[src/rtl/axi4_lite_register_bank_if.sv]
// ---------------------------------------------------------------------------
// axi4_lite_register_bank_if
// AXI4-Lite bus bundle between an interconnect master and the register bank.
//   AW : awaddr, awvalid / awready
//   W  : wdata, wstrb, wvalid / wready
//   B  : bresp, bvalid / bready
//   AR : araddr, arvalid / arready
//   R  : rdata, rresp, rvalid / rready
// Parameters: A = address width, N = data width in bytes.
// ---------------------------------------------------------------------------
interface axi4_lite_register_bank_if #(
    parameter int A = 32,
    parameter int N = 4
);
    logic [A-1:0]   awaddr;
    logic           awvalid;
    logic           awready;
    logic [N*8-1:0] wdata;
    logic [N-1:0]   wstrb;
    logic           wvalid;
    logic           wready;
    logic [1:0]     bresp;
    logic           bvalid;
    logic           bready;
    logic [A-1:0]   araddr;
    logic           arvalid;
    logic           arready;
    logic [N*8-1:0] rdata;
    logic [1:0]     rresp;
    logic           rvalid;
    logic           rready;

    modport master (
        output awaddr, awvalid, wdata, wstrb, wvalid, bready, araddr, arvalid, rready,
        input  awready, wready, bresp, bvalid, arready, rdata, rresp, rvalid
    );

    modport slave (
        input  awaddr, awvalid, wdata, wstrb, wvalid, bready, araddr, arvalid, rready,
        output awready, wready, bresp, bvalid, arready, rdata, rresp, rvalid
    );
endinterface

[src/rtl/axi4_lite_register_bank.sv]
// ---------------------------------------------------------------------------
// axi4_lite_register_bank
// AXI4-Lite slave holding 2**MW registers of N*8 bits each. Every register is
// RW, RO (returns reg_in) or W1C (set by hw_set, cleared by writing ones).
// Ports:
//   aclk, areset  clock, synchronous active-high reset
//   s_axi         AXI4-Lite slave bus (AW/W/B/AR/R channels)
//   reg_out       register contents, reg j at [j*N*8 +: N*8] (RO regs show reg_in)
//   reg_in        hardware values returned for RO registers
//   hw_set        per-bit set requests for W1C registers
//   wr_pulse      one-cycle pulse per successfully written register
//   rd_pulse      one-cycle pulse per successfully read register
// ---------------------------------------------------------------------------
module axi4_lite_register_bank #(
    parameter int                    A        = 32,
    parameter int                    N        = 4,
    parameter int                    MW       = 3,
    parameter logic [(2**MW)-1:0]    RO_MASK  = '0,
    parameter logic [(2**MW)-1:0]    W1C_MASK = '0,
    parameter logic [N*8-1:0]        RST_VAL  = '0
) (
    input  logic                         aclk,
    input  logic                         areset,
    axi4_lite_register_bank_if.slave     s_axi,
    output logic [(2**MW)*N*8-1:0]       reg_out,
    input  logic [(2**MW)*N*8-1:0]       reg_in,
    input  logic [(2**MW)*N*8-1:0]       hw_set,
    output logic [(2**MW)-1:0]           wr_pulse,
    output logic [(2**MW)-1:0]           rd_pulse
);
    localparam int MI = 2**MW;
    localparam int D  = N*8;
    localparam int LB = (N == 8) ? 3 : 2;

    localparam logic [1:0] OKAY   = 2'b00;
    localparam logic [1:0] SLVERR = 2'b10;

    typedef enum logic { W_ADDR_DATA, W_RESP } wstate_t;
    typedef enum logic { R_IDLE, R_RESP }      rstate_t;

    wstate_t wstate;
    rstate_t rstate;

    logic [MI-1:0][D-1:0] regs_q;
    logic [MI-1:0][D-1:0] reg_view;
    logic [MI-1:0][D-1:0] reg_in_a;
    logic [MI-1:0][D-1:0] hw_set_a;

    assign reg_in_a = reg_in;
    assign hw_set_a = hw_set;

    // RO registers have no storage of their own; they mirror reg_in.
    always_comb begin
        for (int j = 0; j < MI; j++)
            reg_view[j] = RO_MASK[j] ? reg_in_a[j] : regs_q[j];
    end
    assign reg_out = reg_view;

    // ---------------- write side ----------------
    logic          aw_held, w_held;
    logic [MW-1:0] aw_idx;
    logic          aw_err;
    logic [D-1:0]  w_data;
    logic [N-1:0]  w_strb;
    logic [D-1:0]  bmask;
    logic          aw_hs, w_hs, commit, w_legal, w_ok;

    assign aw_hs   = s_axi.awvalid && s_axi.awready;
    assign w_hs    = s_axi.wvalid  && s_axi.wready;
    // Commit happens in the first cycle where both halves are latched.
    assign commit  = (wstate == W_ADDR_DATA) && aw_held && w_held;
    assign w_legal = !aw_err && !RO_MASK[aw_idx];
    assign w_ok    = commit && w_legal;

    always_comb begin
        for (int b = 0; b < N; b++)
            bmask[b*8 +: 8] = {8{w_strb[b]}};
    end

    always_ff @(posedge aclk) begin
        if (areset) begin
            regs_q <= {MI{RST_VAL}};
        end else begin
            for (int j = 0; j < MI; j++) begin
                if (!RO_MASK[j]) begin
                    if (W1C_MASK[j]) begin
                        // Clear first, then OR in hw_set so a same-cycle set wins.
                        regs_q[j] <= (regs_q[j] & ~((w_ok && aw_idx == MW'(j)) ? (w_data & bmask) : '0))
                                     | hw_set_a[j];
                    end else if (w_ok && aw_idx == MW'(j)) begin
                        regs_q[j] <= (regs_q[j] & ~bmask) | (w_data & bmask);
                    end
                end
            end
        end
    end

    always_ff @(posedge aclk) begin
        if (areset) begin
            wstate        <= W_ADDR_DATA;
            s_axi.awready <= 1'b0;
            s_axi.wready  <= 1'b0;
            s_axi.bvalid  <= 1'b0;
            s_axi.bresp   <= OKAY;
            aw_held       <= 1'b0;
            w_held        <= 1'b0;
            aw_idx        <= '0;
            aw_err        <= 1'b0;
            w_data        <= '0;
            w_strb        <= '0;
            wr_pulse      <= '0;
        end else begin
            wr_pulse <= '0;
            case (wstate)
                W_ADDR_DATA: begin
                    if (commit) begin
                        aw_held       <= 1'b0;
                        w_held        <= 1'b0;
                        s_axi.awready <= 1'b0;
                        s_axi.wready  <= 1'b0;
                        s_axi.bvalid  <= 1'b1;
                        s_axi.bresp   <= w_legal ? OKAY : SLVERR;
                        wr_pulse      <= w_legal ? (MI'(1) << aw_idx) : '0;
                        wstate        <= W_RESP;
                    end else begin
                        if (aw_hs) begin
                            aw_held <= 1'b1;
                            aw_idx  <= s_axi.awaddr[LB +: MW];
                            aw_err  <= |s_axi.awaddr[A-1:LB+MW];
                        end
                        if (w_hs) begin
                            w_held <= 1'b1;
                            w_data <= s_axi.wdata;
                            w_strb <= s_axi.wstrb;
                        end
                        s_axi.awready <= !(aw_held || aw_hs);
                        s_axi.wready  <= !(w_held || w_hs);
                    end
                end
                W_RESP: begin
                    if (s_axi.bready) begin
                        s_axi.bvalid  <= 1'b0;
                        s_axi.awready <= 1'b1;
                        s_axi.wready  <= 1'b1;
                        wstate        <= W_ADDR_DATA;
                    end
                end
                default: wstate <= W_ADDR_DATA;
            endcase
        end
    end

    // ---------------- read side ----------------
    logic [MW-1:0] ar_idx;
    logic          ar_err;

    assign ar_idx = s_axi.araddr[LB +: MW];
    assign ar_err = |s_axi.araddr[A-1:LB+MW];

    // Data is captured from the pre-update view, so a read colliding with a
    // write commit to the same register returns the old value.
    always_ff @(posedge aclk) begin
        if (areset) begin
            rstate        <= R_IDLE;
            s_axi.arready <= 1'b0;
            s_axi.rvalid  <= 1'b0;
            s_axi.rdata   <= '0;
            s_axi.rresp   <= OKAY;
            rd_pulse      <= '0;
        end else begin
            rd_pulse <= '0;
            case (rstate)
                R_IDLE: begin
                    if (s_axi.arvalid && s_axi.arready) begin
                        s_axi.arready <= 1'b0;
                        s_axi.rvalid  <= 1'b1;
                        s_axi.rdata   <= ar_err ? '0 : reg_view[ar_idx];
                        s_axi.rresp   <= ar_err ? SLVERR : OKAY;
                        rd_pulse      <= ar_err ? '0 : (MI'(1) << ar_idx);
                        rstate        <= R_RESP;
                    end else begin
                        s_axi.arready <= 1'b1;
                    end
                end
                R_RESP: begin
                    if (s_axi.rready) begin
                        s_axi.rvalid  <= 1'b0;
                        s_axi.arready <= 1'b1;
                        rstate        <= R_IDLE;
                    end
                end
                default: rstate <= R_IDLE;
            endcase
        end
    end
endmodule

[src/flat_wrapper.sv]
// flat-port wrapper written by rule: the top's interface ports become plain ports
module axi4_lite_register_bank_flat 
#(
    parameter int                    A        = 32,
    parameter int                    N        = 4,
    parameter int                    MW       = 3,
    parameter logic [(2**MW)-1:0]    RO_MASK  = '0,
    parameter logic [(2**MW)-1:0]    W1C_MASK = '0,
    parameter logic [N*8-1:0]        RST_VAL  = '0
)
  (aclk, areset, reg_out, reg_in, hw_set, wr_pulse, rd_pulse, s_axi_awaddr, s_axi_awvalid, s_axi_wdata, s_axi_wstrb, s_axi_wvalid, s_axi_bready, s_axi_araddr, s_axi_arvalid, s_axi_rready, s_axi_awready, s_axi_wready, s_axi_bresp, s_axi_bvalid, s_axi_arready, s_axi_rdata, s_axi_rresp, s_axi_rvalid);
  axi4_lite_register_bank_if #(.A(A), .N(N)) s_axi_i ();
  input  logic aclk;
  input  logic areset;
  output logic [(2**MW)*N*8-1:0] reg_out;
  input  logic [(2**MW)*N*8-1:0] reg_in;
  input  logic [(2**MW)*N*8-1:0] hw_set;
  output logic [(2**MW)-1:0] wr_pulse;
  output logic [(2**MW)-1:0] rd_pulse;
  input wire logic [$bits(s_axi_i.awaddr)-1:0] s_axi_awaddr;
  input wire logic [$bits(s_axi_i.awvalid)-1:0] s_axi_awvalid;
  input wire logic [$bits(s_axi_i.wdata)-1:0] s_axi_wdata;
  input wire logic [$bits(s_axi_i.wstrb)-1:0] s_axi_wstrb;
  input wire logic [$bits(s_axi_i.wvalid)-1:0] s_axi_wvalid;
  input wire logic [$bits(s_axi_i.bready)-1:0] s_axi_bready;
  input wire logic [$bits(s_axi_i.araddr)-1:0] s_axi_araddr;
  input wire logic [$bits(s_axi_i.arvalid)-1:0] s_axi_arvalid;
  input wire logic [$bits(s_axi_i.rready)-1:0] s_axi_rready;
  output wire logic [$bits(s_axi_i.awready)-1:0] s_axi_awready;
  output wire logic [$bits(s_axi_i.wready)-1:0] s_axi_wready;
  output wire logic [$bits(s_axi_i.bresp)-1:0] s_axi_bresp;
  output wire logic [$bits(s_axi_i.bvalid)-1:0] s_axi_bvalid;
  output wire logic [$bits(s_axi_i.arready)-1:0] s_axi_arready;
  output wire logic [$bits(s_axi_i.rdata)-1:0] s_axi_rdata;
  output wire logic [$bits(s_axi_i.rresp)-1:0] s_axi_rresp;
  output wire logic [$bits(s_axi_i.rvalid)-1:0] s_axi_rvalid;
  assign s_axi_i.awaddr = s_axi_awaddr;
  assign s_axi_i.awvalid = s_axi_awvalid;
  assign s_axi_i.wdata = s_axi_wdata;
  assign s_axi_i.wstrb = s_axi_wstrb;
  assign s_axi_i.wvalid = s_axi_wvalid;
  assign s_axi_i.bready = s_axi_bready;
  assign s_axi_i.araddr = s_axi_araddr;
  assign s_axi_i.arvalid = s_axi_arvalid;
  assign s_axi_i.rready = s_axi_rready;
  assign s_axi_awready = s_axi_i.awready;
  assign s_axi_wready = s_axi_i.wready;
  assign s_axi_bresp = s_axi_i.bresp;
  assign s_axi_bvalid = s_axi_i.bvalid;
  assign s_axi_arready = s_axi_i.arready;
  assign s_axi_rdata = s_axi_i.rdata;
  assign s_axi_rresp = s_axi_i.rresp;
  assign s_axi_rvalid = s_axi_i.rvalid;
  axi4_lite_register_bank #(.A(A), .N(N), .MW(MW), .RO_MASK(RO_MASK), .W1C_MASK(W1C_MASK), .RST_VAL(RST_VAL)) u_core (.aclk(aclk), .areset(areset), .s_axi(s_axi_i), .reg_out(reg_out), .reg_in(reg_in), .hw_set(hw_set), .wr_pulse(wr_pulse), .rd_pulse(rd_pulse));
endmodule
[config.mk]
export PLATFORM = sky130hd
export DESIGN_NAME = axi4_lite_register_bank_flat
export DESIGN_NICKNAME = d
export VERILOG_FILES = /design/src/rtl/axi4_lite_register_bank_if.sv /design/src/rtl/axi4_lite_register_bank.sv /design/src/flat_wrapper.sv
export SDC_FILE = /design/constraint.sdc
export NUM_CORES = 1
export LEC_CHECK = 0
export CAP_MARGIN = 20
export CORE_AREA = 2 2 359 361
export CTS_CLUSTER_SIZE = 40
export DETAILED_ROUTE_END_ITERATION = 12
export DIE_AREA = 0 0 361 363
export SLEW_MARGIN = 0
export SYNTH_ARGS = -nofsm -noshare
export SYNTH_HDL_FRONTEND = slang
export SYNTH_SLANG_ARGS = --single-unit
[constraint.sdc]
create_clock -name aclk -period 6.39 [get_ports aclk]
set_input_delay 1.278 -clock aclk [delete_from_list [all_inputs] [get_ports aclk]]
set_output_delay 1.278 -clock aclk [all_outputs]
set_load 0.1 [all_outputs]
After elaboration in Yosys (flattened, before gate mapping)
Memories as Yosys holds them, arrays and structs flattened. A register that Yosys moved wholly into a read port is not among the register bits. Cells that the tools add are included.

Shift operators: 2. Multiplexer cells: 32. Equal/unequal tests: 11. Bitwise logic cells: 23. $lt $le $gt $ge: 2. Reductions and logical operators: 36.

Operator list (count): bitwise AND 32 bit (9); OR 32 bit (8); binary-select mux 32 bit (select 3 bit) (1); 2-to-1 mux 32 bit (2); OR reduction 27 bit (2); NOT 32 bit (1); OR reduction 30 bit (1); 2-to-1 mux 1 bit (18); left shift 1 x 3 -> 8 bit, first input constant (2); logical AND 1 bit (15); one-hot mux 1 bit (2 select lines) (7); equality test 3 bit, second input constant (4); AND reduction 2 bit (6); less-than comparator 3 x 4 -> 1 bit, second input constant (2); equality test 3 x 2 -> 1 bit, second input constant (2); 2-to-1 mux 3 bit (2); AND reduction 3 bit (2); NOT 1 bit (5); zero test 1 bit (4); 2-to-1 mux 2 bit (2); inequality test 2 x 1 -> 1 bit, second input constant (2); inequality test 2 bit, second input constant (2); nonzero test 2 bit (2); OR reduction 4 bit (1); 3 further kinds (4).

Memories kept: 1. Bits in registers: 357. ROM bits: 8.

Memory list: (name not given) (depth 8, bits a word 1, read ports 1, clocked after Yosys merged registers in 1, wr ports 0, RTL line axi4_lite_register_bank.sv:72) `assign w_legal = !aw_err && !RO_MASK[aw_idx];`.

Depth between registers and ports, before layout
Gate-level depths: netlist of the first run.

Depth in word-level cells: 7. Gate-level depth with buffers: 8.

Least setup slack after synthesis of the first run
No wires, ideal clock.

Kind: in2reg. From: in s_axi_araddr[2]. To: reg u_core.s_axi.rdata[17]. Buffers on the path: 3. Library setup time: 0.128 ns. Path slack: 3.355 ns. Stages on the path: 7. Arrival time: 2.908 ns. Path through: clkbuf_1 buf_6 buf_2 mux4_2 mux2_2 a22oi_1 nor2_1.

Word-level cells in the longest chain between the ends: 3.

Ends and longest elaborated chain: start, declared (RTL line flat_wrapper.sv:26) `input wire logic [$bits(s_axi_i.araddr)-1:0] s_axi_araddr;`; binary-select mux 32 bit (select 3 bit) (RTL line axi4_lite_register_bank.sv:177) `s_axi.rdata <= ar_err ? '0 : reg_view[ar_idx];`; 2-to-1 mux 32 bit (implied by the code) (RTL line axi4_lite_register_bank.sv:177); 2-to-1 mux 32 bit (RTL line axi4_lite_register_bank.sv:177); end signal, assigned (RTL line axi4_lite_register_bank.sv:177); end, declared (RTL line axi4_lite_register_bank_if.sv:40) `output awready, wready, bresp, bvalid, arready, rdata, rresp, rvalid`.

No other way between the ends. The select of a mux whose other input is x is not followed. A chain may end at the register's enable or synchronous reset.

Worst setup path in the final report of the first run
From: in s_axi_arvalid. To: reg u_core.s_axi.rdata[18].

Word-level cells in the longest chain between the ends: 2.

Ends and longest elaborated chain: start, declared (RTL line flat_wrapper.sv:27) `input wire logic [$bits(s_axi_i.arvalid)-1:0] s_axi_arvalid;`; logical AND 1 bit (RTL line axi4_lite_register_bank.sv:174) `if (s_axi.arvalid && s_axi.arready) begin`; AND reduction 2 bit (no source line).

No other way between the ends.

==> reports/results.txt, run 1 <==
Mapped Area: 14600 sq um
Layout Nets: 2507
PostCTS Resize Cnt: 0
Pin count of the biggest net entering global routing: 110
Synth async-reset ratio: 0%
Least-Margin Pin Slew: 1160 ps
Max Fclk: 266 MHz
Post-synth top area share: 48.6%
Clock sinks: 355
Status: finished, final reports clean
Initial antenna violation count: 15
DRT Wirelength: 74600 um
TritonRoute pass-1 iters: 5
Dpl hpwl: 57300 um
Internal power: 3840 uW
Area of the multi-input gates: 6930 sq um
Clk slew on worst S/H paths: 60 ps
Worst slew margin: 22.4%
CTS Buf Count: 43
Final cycle utilization of the critical path: 58.9%
Final Skew: 28.9 ps
Placer Congestion: 0.790
Hold crit path type: flop to flop
Kind of critical path: input pin to flop
CP max FO: 38
Number of setup buffers added after CTS: 0
Yosys warns: 0
Final Util: 17.1%
Fin. Hold Viols: 0
Total vias in the final route: 13.0k
Core area: 127000 sq um
RSZ-0062 raised after global routing: false
CP Capture Type: flop
Sw Share: 24.4%
Synth area leader: dfxtp_1
Pins Over Slew Limit: 0
Post-synth EDFFs: 0
First-pass GRT wire length: 101000 um
H-tree levels: 2
Fillers: 14.1k
Drc violations: 0
Power Dens Cells: 234 nW/um^2
# hold bufs at CTS: 0
Initial Utilization: 11.5%
Most common cell in the netlist: dfxtp_1
Root buffer selected by CTS: clkbuf_16
Die Ht: 363 um
Cells on worst reg2reg path: 6
Gr usage total: 11.0%
Syn avg cell area: 9.43 sq um
CTS max path bufs: 3
Final setup vio count: 0
Number of global-route vias before repair: 12.5k
Remaining Overflow, GRT: 0
IO buf count: 413
DIE AREA: 131000 sq um
Synthesis-stage register bit count: 355
Storage cell area: 7110 sq um
Crit path DAT: 4270 ps
Clk pwr share: 49.8%
Seq pwr share: 44.7%
Register area share after synthesis: 48.6%
Hold-critical path depth: 2
Setup TNS: 0 ps
Worst IR drop on VDD: 0.000128 V
Cell Rows: 131
Worst setup SP type: input pin
Synth unique cells: 38
Cells after Synth: 1551
Post-synth top cells: 355 x dfxtp_1, 326 x nand2_1, 189 x nor2_1, 167 x a21oi_1, 139 x mux2i_1
Layout area overhead: 48.6%
# IOs: 932
Post-route ant nets: 0
Psw: 1240 uW
Synth area leaders: dfxtp_1 49%, mux4_2 9.9%, mux2i_1 9.5%
Routed WL per cell: 20.8 um
Comb pwr share: 5.5%
Vias per cell: 3.64
Chip width: 361 um
Main synth FF type: dfxtp_1
Critical Path RT: 6890 ps
Max-cap violations: 0
Tmin final: 3770 ps
Clock insertion delay at the later pin of the skew report: 580 ps
Iter 0 DRT Violations: 1032
CTS tree: built
Proportion of layout cells with a drive suffix above 1: 13.7%
Leak Pwr: 0.00745 uW
## area by class of cell
cell class                      instances  share of cell area [%]
Antenna cell                            5                  0.0576
Clock buffer                           59                    5.64
Clock inverter                         15                   0.927
Inverter                                5                  0.0864
Multi-Input combinational cell       1053                    31.9
Sequential cell                       355                    32.7
Tap cell                             1662                    9.57
Timing Repair Buffer                  430                    19.1
## power groups by stage
stage          Combinational (uW)  Sequential (uW)  Clock (uW)
3_3_place_gp                  283             2320           0
2_1_floorplan                 149             2310           0
4_1_cts                       284             2270        2600
5_1_grt                       298             2280        2680
6_report                      278             2270        2530
3_5_place_dp                  284             2320           0
## critical path: stages
cell and delay, ps:
clkdlybuf4s50_1 500, nand3b_4 520, or4_1 700, nor3_4 670
buf_12 280, a22oi_1 110, nor2_1 120
## final timing paths
path / startpoint / end / slack [ps]
worst max-delay path: s_axi_arvalid / u_core.s_axi.rdata[18]$_SDFFE_PP0P_ / 2620
worst min-delay path: u_core.s_axi.bresp[1]$_SDFFE_PP0P_ / u_core.s_axi.bresp[1]$_SDFFE_PP0P_ / 460
worst max register to register: u_core.s_axi.arready$_SDFFE_PP0P_ / u_core.s_axi.rdata[18]$_SDFFE_PP0P_ / 3440
worst min register to register: u_core.s_axi.bresp[1]$_SDFFE_PP0P_ / u_core.s_axi.bresp[1]$_SDFFE_PP0P_ / 460
## stage by stage
stage | worst slack, ps | total power (uW) | area (sq um) | cells | hold WS, ps
2_1_floorplan | 3350 | 2460 | 14600 | 1552 | 458
3_3_place_gp | 1980 | 2600 | 20300 | 3505 | 450
3_5_place_dp | 1990 | 2610 | 20300 | 3505 | 451
4_1_cts | 2580 | 5150 | 21700 | 3579 | 461
5_1_grt | 2510 | 5250 | 21700 | 3579 | 486
6_report | 2620 | 5080 | 21700 | 3584 | 458
## logic make-up (layout without fill, tap and decap cells)
logic type / Yosys count / in the layout / share of synthesized area, %
AO/OA/AOI/OAI: 203 / 203 / 7.53
buffers and inverters: 144 / 509 / 4.17
flip-flops: 355 / 355 / 48.6
multiplexers: 234 / 234 / 21.8
other: 1 / 7 / 0.0256
AND/OR/NAND/NOR: 614 / 614 / 17.9
## per-layer routing
layer / vias up / wire (um) / global-route usage, % / share of wire, %
met5: - / 49 / 0 / 0.066
met4: 8 / 2140 / 3.10 / 2.9
met3: 98 / 10700 / 6.64 / 14
met2: 605 / 29800 / 15.4 / 40
met1: 6332 / 31900 / 14.0 / 43
li1: 5986 / - / - / -
## cells in the final DEF (no fill, tap or decap), types with 4 or more instances in the layout
cell type        instances
mux4_2                  64
dfxtp_1                355
nor3_1                  15
a22oi_1                 32
clkdlybuf4s50_1        349
and3_1                  19
buf_4                   77
clkbuf_16               43
mux2_2                  31
clkinv_2                 5
nor3_4                   5
nand2_1                326
clkbuf_1                 7
mux2i_1                139
clkbuf_8                 9
nand3_1                 16
bufinv_16                4
diode_2                  5
a21oi_1                167
nand2b_1                 5
nor2_1                 189
nand3_2                  6
nor4_1                  14
Note: power is estimated with default switching activity, not from simulation.
==> run 2, diff against run 1 <==
- CORE_AREA: 2 2 359 361 -> 2 2 363 365
- DIE_AREA: 0 0 361 363 -> 0 0 365 367
- clock period: 6.39 -> 3.7 ns (I/O delays scaled with it)
==> run 2 against run 1 <==
Net effect: largest power group unchanged; sequential power grew 73%; clock skew grew 5.9 ps; critical path depth shrank 6; sequential share of layout area shrank 0.15 points; clock power grew 68%; via count grew 0.40%; critical endpoint is now reg_out[141]; utilization shrank 0.37 points.
==> reports/results.txt, run 2 (synthesis results as in run 1) <==
Status: finished, final reports clean
Kind of critical path: flop to primary output
Hold-critical path depth: 2 (unchanged)
Placer Congestion: 0.800 (+1.4%)
Fillers: 14.6k (+3.8%)
Initial Utilization: 11.2% (-0.30 points)
Pin count of the biggest net entering global routing: 93 (-15%)
Post-route ant nets: 0 (unchanged)
Routed WL per cell: 20.6 um (-1.0%)
Clk slew on worst S/H paths: 60 ps (about the same)
TritonRoute pass-1 iters: 6 (+1)
Remaining Overflow, GRT: 0 (unchanged)
Proportion of layout cells with a drive suffix above 1: 16.5% (+2.8 points)
Number of global-route vias before repair: 12.7k (+1.8%)
PostCTS Resize Cnt: 0 (unchanged)
DRT Wirelength: 76100 um (+1.9%)
Drc violations: 0 (unchanged)
Max-cap violations: 0 (unchanged)
Iter 0 DRT Violations: 1080 (+4.7%)
Vias per cell: 3.54 (-2.5%)
Final Skew: 34.8 ps (+5.86 ps)
First-pass GRT wire length: 103000 um (+1.9%)
CTS Buf Count: 43 (unchanged)
Initial antenna violation count: 17 (+2)
Die Ht: 367 um (+1.1%)
Dpl hpwl: 59100 um (+3.2%)
Root buffer selected by CTS: clkbuf_16
Number of setup buffers added after CTS: 0 (unchanged)
CTS tree: built
H-tree levels: 2 (unchanged)
CP Capture Type: primary output
DIE AREA: 134000 sq um (+2.2%)
Total vias in the final route: 13.1k (+0.40%)
Most common cell after layout, fill and taps aside: dfxtp_1
RSZ-0062 raised after global routing: false
Least-Margin Pin Slew: 1080 ps (-84.7 ps)
Worst slew margin: 28.0% (+5.7 points)
Cell Chain, Critical Path: clkdlybuf4s50_1
Fin. Hold Viols: 0 (unchanged)
Commonest cells after routing, fill and taps aside: 355 x dfxtp_1, 326 x nand2_1, 309 x clkdlybuf4s50_1, 189 x nor2_1, 167 x a21oi_1
CP max stage delay: 1190 ps (+490 ps)
Critical Path RT: 2960 ps (-3930 ps)
Worst setup SP type: flop
Layout area overhead: 49.3%
Top delay family on crit path: buffers and inverters
Cell Rows: 133 (+1.5%)
Crit-path slowest cell: clkdlybuf4s50_1
CP max FO: 3 (-92%)
Clock insertion delay at the later pin of the skew report: 590 ps (about the same)
Power Dens Cells: 397 nW/um^2 (+70%)
Area of the multi-input gates: 6930 sq um (unchanged)
Cells on worst reg2reg path: 6 (unchanged)
Final std cells w/o fill: 3692 (+3.0%)
Pins Over Slew Limit: 0 (unchanged)
IO buf count: 413 (unchanged)
Setup TNS: 0 ps (unchanged)
Tmin final: 2950 ps
Reg2reg start: u_core.aw_held$_SDFFE_PP0P_
CTS max path bufs: 3 (unchanged)
Max Fclk: 339 MHz
Clock sinks: 355 (unchanged)
Dpl cells: 3612 (+3.1%)
Layout Nets: 2521 (+0.56%)
Reg-to-reg slack, setup: 930 ps (-2510 ps)
Worst IR drop on VDD: 0.000266 V (+110%)
Worst Path Buf+Inv: 1 (-1)
Final setup vio count: 0 (unchanged)
Chip width: 365 um (+1.1%)
Core area: 130000 sq um (+2.7%)
Gr usage total: 11.0% (+0.052 points)
Hold_ws: 473 ps (+14.7 ps)
Final cycle utilization of the critical path: 79.7%
Crit path DAT: 2210 ps (-2060 ps)
Leak Pwr: 0.00760 uW (+2.0%)
Hold crit path type: flop to flop
# hold bufs at CTS: 0 (unchanged)
# IOs: 932 (unchanged)
Storage cell area: 7110 sq um (unchanged)
[run 2: area by class of cell]
| type | instances | area share [%] |
|---|---|---|
| clock inverter | 22 | 0.889 |
| timing repair buffer | 444 | 19.1 |
| multi-input combinational | 1053 | 31.8 |
| sequential | 355 | 32.6 |
| clock buffer | 55 | 5.47 |
| antenna | 3 | 0.0344 |
| inverter | 5 | 0.0860 |
| tap | 1755 | 10.1 |
[run 2: metal layers]
| layer | part of all wire [%] | vias to the layer above | global-route usage [%] |
|---|---|---|---|
| li1 | - | 6026 | - |
| met1 | 43 | 6330 | 14.4 |
| met2 | 39 | 605 | 15.2 |
| met3 | 14 | 106 | 6.11 |
| met4 | 3.2 | 14 | 3.47 |
| met5 | 0.11 | - | 0 |
[run 2: worst max-delay path by stage]
stage	slack [ps]	endpoint	depth (start not counted)	from
6_report	750	reg_out[141]	1	flop
5_1_grt	690	reg_out[236]	1	flop
4_1_cts	710	reg_out[109]	1	flop
3_5_place_dp	620	u_core.rd_pulse[0]$_SDFF_PP0_	7	s_axi_araddr[17]
3_3_place_gp	620	u_core.rd_pulse[4]$_SDFF_PP0_	7	s_axi_araddr[17]
2_1_floorplan	1200	u_core.s_axi.rdata[17]$_SDFFE_PP0P_	7	s_axi_araddr[2]
[run 2: through the flow]
stage | power [uW] | utilization [%] | setup slack, ps | instance area, sq um
floorplan | 4250 | - | 1200 | 14600
global placement | 4520 | 15.7 | 623 | 20400
detailed placement | 4520 | 15.7 | 616 | 20400
CTS | 8810 | 16.7 | 706 | 21800
global route | 9000 | 16.7 | 693 | 21800
finish | 8670 | 16.7 | 750 | 21800
[run 2: where the power goes]
| part | switching (uW) | internal, uW | total, uW |
|---|---|---|---|
| logic | 300 | 195 | 495 |
| clock network | 1850 | 2390 | 4240 |
| registers | 80.8 | 3850 | 3930 |
| total | 2230 | 6440 | 8670 |
==> run 3, diff against run 2 <==
- clock period: 3.7 -> 2.85 ns (I/O delays scaled with it)
==> run 3 against run 2 <==
Net effect: cell count increased by 0.54%; clock skew down 10 ps; worst hold slack worse by 110 ps; clock-buffer cell count down 2; non-clock buffer count grew 27; total power increased by 27%; clock power up 25%; largest power group unchanged.
==> reports/results.txt, run 3 (synthesis results as in run 1) <==
Cell Chain, Critical Path: nand3b_4 -> nor3b_2 -> buf_4 -> and3_1 -> mux2i_1 -> nor2_1
GR Util met1: 14.2% (-0.22 points)
Clock sinks: 355 (unchanged)
Core area: 130000 sq um (unchanged)
Final non-filler cell area: 21500 sq um (-1.6%)
Dpl hpwl: 59500 um (+0.63%)
GR peak layer: met2
Reg2reg start: u_core.aw_held$_SDFFE_PP0P_
Kind of critical path: flop to flop
Commonest cells after routing, fill and taps aside: 362 x buf_4, 355 x dfxtp_1, 326 x nand2_1, 189 x nor2_1, 167 x a21oi_1
Tmin final: 2320 ps
Final cycle utilization of the critical path: 81.3%
Number of setup buffers added after CTS: 0 (unchanged)
Root buffer selected by CTS: clkbuf_16
Worst IR drop on VDD: 0.000327 V (+23%)
RSZ-0062 raised after global routing: false
Total vias in the final route: 13.2k (+0.68%)
Max-cap violations: 0 (unchanged)
TritonRoute pass-1 iters: 5 (-1)
Cells on worst reg2reg path: 6 (unchanged)
Number of global-route vias before repair: 12.9k (+1.4%)
Clk slew on worst S/H paths: 60 ps (about the same)
Remaining Overflow, GRT: 0 (unchanged)
Pin count of the biggest net entering global routing: 77 (-17%)
Reg-to-reg slack, setup: 530 ps (-400 ps)
Hold_ws: 363 ps (-110 ps)
Fillers: 14.8k (+1.2%)
Pins Over Slew Limit: 0 (unchanged)
PostCTS Resize Cnt: 0 (unchanged)
Proportion of layout cells with a drive suffix above 1: 28.1% (+12 points)
DIE AREA: 134000 sq um (unchanged)
Power Dens Cells: 515 nW/um^2 (+30%)
Placer Congestion: 0.807 (+0.86%)
CTS max path bufs: 3 (unchanged)
Setup TNS: 0 ps (unchanged)
Worst slew margin: 47.5% (+19 points)
# IOs: 932 (unchanged)
Cell Rows: 133 (unchanged)
Iter 0 DRT Violations: 975 (-9.7%)
Initial antenna violation count: 17 (unchanged)
Crit path DAT: 2750 ps (+540 ps)
Worst setup SP type: flop
Initial Utilization: 11.2% (unchanged)
Most common cell after layout, fill and taps aside: buf_4
Post-route ant nets: 0 (unchanged)
Vias per cell: 3.55 (+0.14%)
Drc violations: 0 (unchanged)
Leak Pwr: 0.00812 uW (+6.9%)
H-tree levels: 2 (unchanged)
CTS tree: built
Layout area overhead: 46.9%
Crit-path slowest cell: and3_1
Critical Path RT: 3280 ps (+320 ps)
Grt met3 use: 5.42% (-0.69 points)
# hold bufs at CTS: 0 (unchanged)
DP Area: 20200 sq um (-1.3%)
Die Ht: 367 um (unchanged)
Clock insertion delay at the later pin of the skew report: 570 ps (-20 ps)
Met2 Resource Use GR: 15.2% (unchanged)
PnR worst setup slack: 533 ps (-217 ps)
CP max FO: 20 (+17)
Hold crit path type: input pin to flop
First-pass GRT wire length: 102000 um (-1.2%)
CP Capture Type: flop
Area of the multi-input gates: 6930 sq um (unchanged)
IO buf count: 413 (unchanged)
Gr usage total: 10.9% (-0.18 points)
Layout Nets: 2546 (+0.99%)
Status: finished, final reports clean
Routed WL per cell: 20.3 um (-1.7%)
DRT Wirelength: 75200 um (-1.2%)
Storage cell area: 7110 sq um (unchanged)
Hold-critical path depth: 2 (unchanged)
Chip width: 365 um (unchanged)
Final Skew: 24.3 ps (-10.5 ps)
Least-Margin Pin Slew: 785 ps (-291 ps)
Max Fclk: 432 MHz
CTS Buf Count: 41 (-4.7%)
Fin. Hold Viols: 0 (unchanged)
Pre-CTS setup slack: 132 ps (-484 ps)
Final setup vio count: 0 (unchanged)
CP max stage delay: 660 ps (-530 ps)
Crit path launch: u_core.aw_held$_SDFFE_PP0P_
==> run 3: worst min-delay path by stage <==
stage | from | endpoint | slack, ps
after global routing | areset | flop | 390
final | areset | flop | 360
after floorplan | u_core.w_strb[3]$_SDFFE_PP0P_ | u_core.w_strb[3]$_SDFFE_PP0P_ | 460
after detailed placement | u_core.s_axi.rvalid$_SDFFE_PP0P_ | u_core.s_axi.rvalid$_SDFFE_PP0P_ | 460
after CTS | areset | flop | 380
after global placement | flop | flop | 450
==> run 3: worst max-delay path: cells and delay by family, from the launching register on <==
kind                   cells  cell delay, ps
AND/OR/NAND/NOR            4            1070
flip-flops                 1             480
buffers and inverters      1             350
multiplexers               1             260
==> run 3: final cells by class <==
class                           instances  share of cell area (%)
Inverter                                5                  0.0874
Clock inverter                         16                   0.839
Tap cell                             1755                    10.2
Antenna cell                            4                  0.0466
Sequential cell                       355                    33.1
Timing Repair Buffer                  471                    18.2
Clock buffer                           53                    5.27
Multi-Input combinational cell       1053                    32.3
==> run 3: through the flow <==
| step | utilization [%] | instances | total power [uW] |
|---|---|---|---|
| 3_3_place_gp | 15.5 | 3639 | 5880 |
| 5_1_grt | 16.5 | 3708 | 11400 |
| 4_1_cts | 16.5 | 3708 | 11200 |
| 3_5_place_dp | 15.5 | 3639 | 5890 |
| 2_1_floorplan | - | 1552 | 5520 |
| 6_report | 16.5 | 3712 | 11100 |
==> run 3: where the power goes <==
part / internal (uW) / leakage, uW / switching [uW]
Combinational: 272 / 0.00462 / 391
Clock: 3070 / 0.000636 / 2220
Sequential: 5000 / 0.00286 / 97.9
==> run 3: per-layer routing <==
layer	part of all wire [%]	up-vias
li1	-	6072
met1	44	6402
met2	40	592
met3	12	96
met4	3.5	8
met5	0.078	-
